--- config.mk ---
export PLATFORM = sky130hd
export DESIGN_NAME = switch_debouncer
export DESIGN_NICKNAME = d
export VERILOG_FILES = /design/src/rtl/switch_debouncer.sv
export SDC_FILE = /design/constraint.sdc
export NUM_CORES = 1
export LEC_CHECK = 0
export CORE_MARGIN = 10
export CORE_UTILIZATION = 35
export CTS_BUF_LIST = sky130_fd_sc_hd__clkbuf_8
export DETAILED_ROUTE_END_ITERATION = 10
export GPL_TIMING_DRIVEN = 0
export PLACE_DENSITY = 0.5
export REMOVE_ABC_BUFFERS = 1
export SYNTH_ARGS = -nofsm -noshare
export SYNTH_HDL_FRONTEND = slang
export SYNTH_SLANG_ARGS = --single-unit
--- constraint.sdc ---
create_clock -name clk -period 2.3 [get_ports clk]
set_input_delay 0.23 -clock clk [delete_from_list [all_inputs] [get_ports clk]]
set_output_delay 0.23 -clock clk [all_outputs]
set_load 0.1 [all_outputs]
--- src/rtl/switch_debouncer.sv ---
// Switch conditioner: two-flop synchroniser, debounce FSM, stable level, edge pulses, press toggle.
// Define AUTO_REPEAT_EN to add timed repeat rise pulses while the switch is held high.
module switch_debouncer #(
    parameter int unsigned DEBOUNCE_CYCLES = 1_000_000,
    parameter int unsigned REPEAT_DELAY    = 50_000_000,
    parameter int unsigned REPEAT_PERIOD   = 20_000_000
) (
    input  logic clk,
    input  logic rst,
    input  logic switch,
    output logic switch_level,
    output logic rise_pulse,
    output logic fall_pulse,
    output logic toggle_state
);

    localparam int unsigned CntW = $clog2(DEBOUNCE_CYCLES);
    localparam logic [CntW-1:0] CntMax = CntW'(DEBOUNCE_CYCLES - 1);

    if (DEBOUNCE_CYCLES < 2 || REPEAT_DELAY < 1 || REPEAT_PERIOD < 1) begin : g_bad_cfg
        $error("switch_debouncer: illegal parameter value");
    end

    typedef enum logic [1:0] {StLow, StWaitH, StHigh, StWaitL} state_e;

    state_e          state;
    logic            sync1;
    logic            sync2;
    logic [CntW-1:0] cnt;

`ifdef AUTO_REPEAT_EN
    localparam int unsigned RptMax = (REPEAT_DELAY > REPEAT_PERIOD) ? REPEAT_DELAY : REPEAT_PERIOD;
    localparam int unsigned RptW   = $clog2(RptMax + 1);
    localparam logic [RptW-1:0] RptDelay  = RptW'(REPEAT_DELAY);
    localparam logic [RptW-1:0] RptPeriod = RptW'(REPEAT_PERIOD);

    logic [RptW-1:0] rpt_cnt;
    logic            rpt_first;
`endif

    always_ff @(posedge clk or posedge rst) begin
        if (rst) begin
            sync1        <= 1'b0;
            sync2        <= 1'b0;
            state        <= StLow;
            cnt          <= '0;
            switch_level <= 1'b0;
            rise_pulse   <= 1'b0;
            fall_pulse   <= 1'b0;
            toggle_state <= 1'b0;
`ifdef AUTO_REPEAT_EN
            rpt_cnt      <= '0;
            rpt_first    <= 1'b1;
`endif
        end else begin
            sync1      <= switch;
            sync2      <= sync1;
            rise_pulse <= 1'b0;
            fall_pulse <= 1'b0;
            case (state)
                StLow: begin
                    if (sync2) begin
                        state <= StWaitH;
                        cnt   <= '0;
                    end
                end
                StWaitH: begin
                    if (!sync2) begin
                        state <= StLow;
                        cnt   <= '0;
                    end else if (cnt == CntMax) begin
                        state        <= StHigh;
                        cnt          <= '0;
                        switch_level <= 1'b1;
                        rise_pulse   <= 1'b1;
                        toggle_state <= ~toggle_state;
`ifdef AUTO_REPEAT_EN
                        // Counts edges since the accepted rise, so the delay lands on t0+DELAY.
                        rpt_cnt      <= RptW'(1);
                        rpt_first    <= 1'b1;
`endif
                    end else begin
                        cnt <= cnt + CntW'(1);
                    end
                end
                StHigh: begin
                    if (!sync2) begin
                        state <= StWaitL;
                        cnt   <= '0;
`ifdef AUTO_REPEAT_EN
                        rpt_cnt   <= '0;
                        rpt_first <= 1'b1;
`endif
                    end
`ifdef AUTO_REPEAT_EN
                    else if (rpt_cnt == (rpt_first ? RptDelay : RptPeriod)) begin
                        rise_pulse <= 1'b1;
                        rpt_cnt    <= RptW'(1);
                        rpt_first  <= 1'b0;
                    end else begin
                        rpt_cnt <= rpt_cnt + RptW'(1);
                    end
`endif
                end
                StWaitL: begin
                    if (sync2) begin
                        state <= StHigh;
                        cnt   <= '0;
                    end else if (cnt == CntMax) begin
                        state        <= StLow;
                        cnt          <= '0;
                        switch_level <= 1'b0;
                        fall_pulse   <= 1'b1;
                    end else begin
                        cnt <= cnt + CntW'(1);
                    end
                end
                default: state <= StLow;
            endcase
        end
    end

endmodule

# After elaboration in Yosys (flattened, before gate mapping)
# Cells that the tools add are included.
# W data, S select, Z words.
[word_totals]
input_bits = 3
regBits = 28
[classes]
n_bitwise = 1
eq_ne = 12
mux = 23
reduce_logical = 6
n_addsub = 1
[op_table]
columns = ["op", "count"]
rows = [
  ["$mux W20", 5],
  ["$pmux W20 S4", 1],
  ["$add A20 B1 Y20 const B", 1],
  ["$eq A20 B20 Y1 const B", 1],
  ["$mux W2", 6],
  ["$ne A2 B2 Y1 const B", 6],
  ["$mux W1", 9],
  ["$pmux W2 S4", 1],
  ["$ne A3 B3 Y1 const B", 2],
  ["$reduce_and A5 Y1", 1],
  ["$eq A2 B2 Y1 const B", 2],
  ["$reduce_and A4 Y1", 1],
  ["$reduce_and A3 Y1", 1],
  ["$eq A2 B1 Y1 const B", 1],
  ["$logic_not A2 Y1", 1],
  ["$pmux W1 S2", 1],
  ["$reduce_and A2 Y1", 1],
  ["$reduce_bool A2 Y1", 1],
  ["$not A1 Y1", 1],
]

# Depth between registers and ports, before layout
[logic_depth]
depth_word = 4
depth_mapped = 7
mapped_depth_nobuf = 6

# Least setup slack after synthesis
# Ideal clock, no wire load.
[synth_path]
path_type = "reg-to-reg"
startpoint = "register cnt[7]"
endpoint = "register (tool-made name)"
required_time_ns = 2.175
slack_ns = 0.298
setup_ns = 0.125
n_path_buf = 1
period_less_slack_ns = 2.002
path_stages_with_launch = 7
t_arrival_ns = 1.877
cell_sequence = "dfrtp_1 > or4_4 > nor4_4 > a21o_2 > buf_6 > and2_4 > mux2_4"
[synth_lines]
columns = ["element", "line_no", "rtl"]
rows = [
  ["from (decl)", "29", "logic [CntW-1:0] cnt;"],
  ["from (signal assigned)", "83", "cnt <= cnt + CntW'(1);"],
  ["from (signal assigned)", "115", "cnt <= cnt + CntW'(1);"],
]

==> flow_summary.ini <==
[status]
run_status = finished clean

[setup_path]
cp_num_buf_inv = 0
start_kind = flop
crit_family = simple AND/OR/NAND/NOR gates
cp_cell_sequence = or4_4 > nor4_4 > a21o_4 > and2_4 > mux2_4
cp.required_ns = 2.46
crit_slowest_cell = or4_4
critical_path_arrival_ns = 2.36
critPathMaxStageDelay_ns = 0.57
path_class = reg2reg
critical_path.max_fanout = 11
end_kind = flop

[place]
dp_hpwl_mm = 2.301
io_buffers = 6
globalplace.congestion = 0.7753
place_ws_ns = 0.01907
dpl.cell_count = 204

[yosys]
netlist-cell-type-count = 42
yosysWarnings = 0
synth_compound_area_share_pct = 16.67
ys_ff_latch = 28
synth_top_family_by_area = simple AND/OR/NAND/NOR gates
syn_area_per_cell_um2 = 9.715
muxShareOfSynthArea_pct = 1.684
synth_fa_ha_area_share_pct = 0.8418
synth-simple-area-share_pct = 25.59
ys_seq_area_share_pct = 47.14
synth_cells = 153
synthesis.area_mm2 = 0.001486
synthXorXnorAreaFrac_pct = 2.946

[sta]
period_needed_ns = 2.196
setup_viol = 0
grt_setup_unrepaired = false
fmax_mhz = 455.4
hold_viol = 0
setup_ws_ns = 0.1042
worst_slew_pin_slew_ns = 1.082
slew_headroom_pct = 27.77
fin_crit_sh_pct = 95.47
clock_skew_ns = 0.005916
fin_setup_tns_ns = 0
slew_viol_final = 0

[detailed_routing]
route.detailed.drc = 0
drt_wl_total_mm = 3.260
wl_per_cell_um = 15.67
ant_nets = 0
dr.pass1.iters = 4
vias_per_cell = 5.601
detailroute.via_count = 1165
drt_iter0_drc = 56

[final_layout]
nFillCells = 398
areaGrowthSynthToFinish_pct = 9.091
nets = 164
stdcell_count = 208
diodes = 0
layout-drive-gt1-share_pct = 13.29

[floorplanning]
die_w_um = 85.17
die_area_mm2 = 0.007254
coreArea_mm2 = 0.004058
dieHeight_um = 85.17
rows = 23
pin_count = 7
start_util_pct = 36.63

[power_and_ir_drop]
clkPwrFrac_pct = 21.0
swShare_pct = 36.58
combPwrFrac_pct = 32.7
p_switching_uw = 465.2
powerDensity_mw_per_mm2 = 784.4
max-vdd-ir-drop_uv = 358.0
p_seq_share_pct = 46.3
p_leak_uw = 0.0006472
intPower_uw = 806.7

[grt]
antenna_found_initial = 0
gr-total-overflow = 0
globalRouteTotalUtil_pct = 9.316
grt_max_degree = 29
grt_pass1_wl_mm = 5.720
grt_pass1_vias = 1165

[cts]
clockBufferDepth = 2
clk_latency_ns = 0.27
cts.sinks = 28
htreeDepth = 1
root_buffer = clkbuf_8
cts_tree = yes
hold_buffers = 0
numCtsBuffers = 3
path_clk_slew_ns = 0.10

[job]
maxCapViolations = 0

[hold_path]
hold_class = reg2reg
cell usage after synthesis (all sizes together):
master	number	area (um^2)
a22o	2	17.52
nor3b	2	20.02
nand3	16	85.08
xor2	5	43.79
or3	3	21.27
a41oi	2	17.52
a21oi	10	50.05
inv	4	15.01
o31ai	1	7.510
nor2	6	22.52
o31a	2	18.77
mux2i	1	10.01
or4	3	27.53
bufbuf	1	32.53
mux2	1	15.01
and2	1	8.760
or2	3	18.77
nor3	5	30.03
or4b	1	10.01
o211ai	1	7.510
nand2	19	71.32
nand4	1	6.260
a21o	3	23.77
dfrtp	28	700.7
nor4	3	33.78
a31oi	8	50.05
ha	1	12.51
clkbuf	2	7.510
o21ai	11	55.05
nand2b	2	12.51
buf	3	21.27
and3	2	12.51
power groups by stage:
stage	clock network, uW	logic, uW	registers (uW)
floorplan	0	278	586
detailed placement	0	407	600
global placement	0	371	596
CTS	280	416	590
finish	268	415	589
global route	300	459	601
worst paths after layout:
kind	start	to	slack [ns]	cells after the start
setup / recovery	cnt[7]$_DFFE_PP0P_	flop	0.10	5
hold / removal	sync1$_DFF_PP0_	sync2$_DFF_PP0_	0.36	0
setup reg to reg	cnt[7]$_DFFE_PP0P_	flop	0.10	5
hold reg to reg	sync1$_DFF_PP0_	sync2$_DFF_PP0_	0.36	0
max in group asynchronous	rst	cnt[5]$_DFFE_PP0P_	1.12	2
min in group asynchronous	rst	switch_level$_DFFE_PP0P_	0.52	2
worst reg2reg max path, delay by kind of cell, from the launching register on:
kind               cells  cell delay [ns]
muxes                  1             0.29
DFF                    1             0.46
AOI/OAI and AO/OA      1             0.25
and+or+nand+nor        3             1.09
sequential cells by signal, indices dropped and copies added (netlist names), named ones only:
| name | count |
|---|---|
| switch_level | 1 |
| sync1 | 1 |
| fall_pulse | 1 |
| state | 1 |
| sync2 | 1 |
| rise_pulse | 1 |
| toggle_state | 1 |
| cnt | 20 |
layer usage:
metal	track usage [%]	wire length, um	vias up
li1	-	-	574
met1	12.07	1593	570
met2	14.85	1539	19
met3	2.581	102	2
met4	2.246	24	0
met5	0	0	-
area by class of cell:
| cell class | count | area (um^2) | area share [%] |
|---|---|---|---|
| Clock buffer | 3 | 41.29 | 2.546 |
| Multi-Input combinational cell | 115 | 719.4 | 44.37 |
| Timing Repair Buffer | 8 | 82.58 | 5.093 |
| Tap cell | 50 | 62.56 | 3.858 |
| Sequential cell | 28 | 700.7 | 43.21 |
| Inverter | 4 | 15.01 | 0.9259 |
cell families after synthesis:
family,Yosys count
buf+inv,10
mux,2
compound gates,40
fa+ha+maj,1
simple gates,67
xor+xnor,5
flops,28
through the flow:
step / total power, uW / cell area (um^2) / hold slack [ns] / utilization, %
2_1_floorplan: 864.5 / 1425 / 0.2614 / -
3_3_place_gp: 967.0 / 1548 / 0.3327 / 38.14
3_5_place_dp: 1007 / 1567 / 0.3433 / 38.61
4_1_cts: 1287 / 1614 / 0.3643 / 39.78
5_1_grt: 1361 / 1622 / 0.3767 / 39.96
6_report: 1272 / 1622 / 0.3615 / 39.96
placed cells by master, fill, tap and decap left out, types with 4 or more instances in the layout:
cell / Yosys / layout
clkdlybuf4s50_1: 0 / 6
a31oi_1: 8 / 8
o21ai_0: 11 / 11
dfrtp_1: 28 / 28
nor3_1: 4 / 4
a21oi_1: 10 / 9
inv_1: 4 / 4
nand2_1: 19 / 19
nand3_1: 15 / 15
xor2_1: 5 / 5
nor2_1: 6 / 6
timing repair:
action,4_1_cts,5_1_grt
hold endpoints to repair,0,0
resized for setup,1,0
setup buffers,0,1
endpoints found under the setup margin,1,3
pin swaps,1,1
No activity file was read; power rests on OpenSTA's default activity.
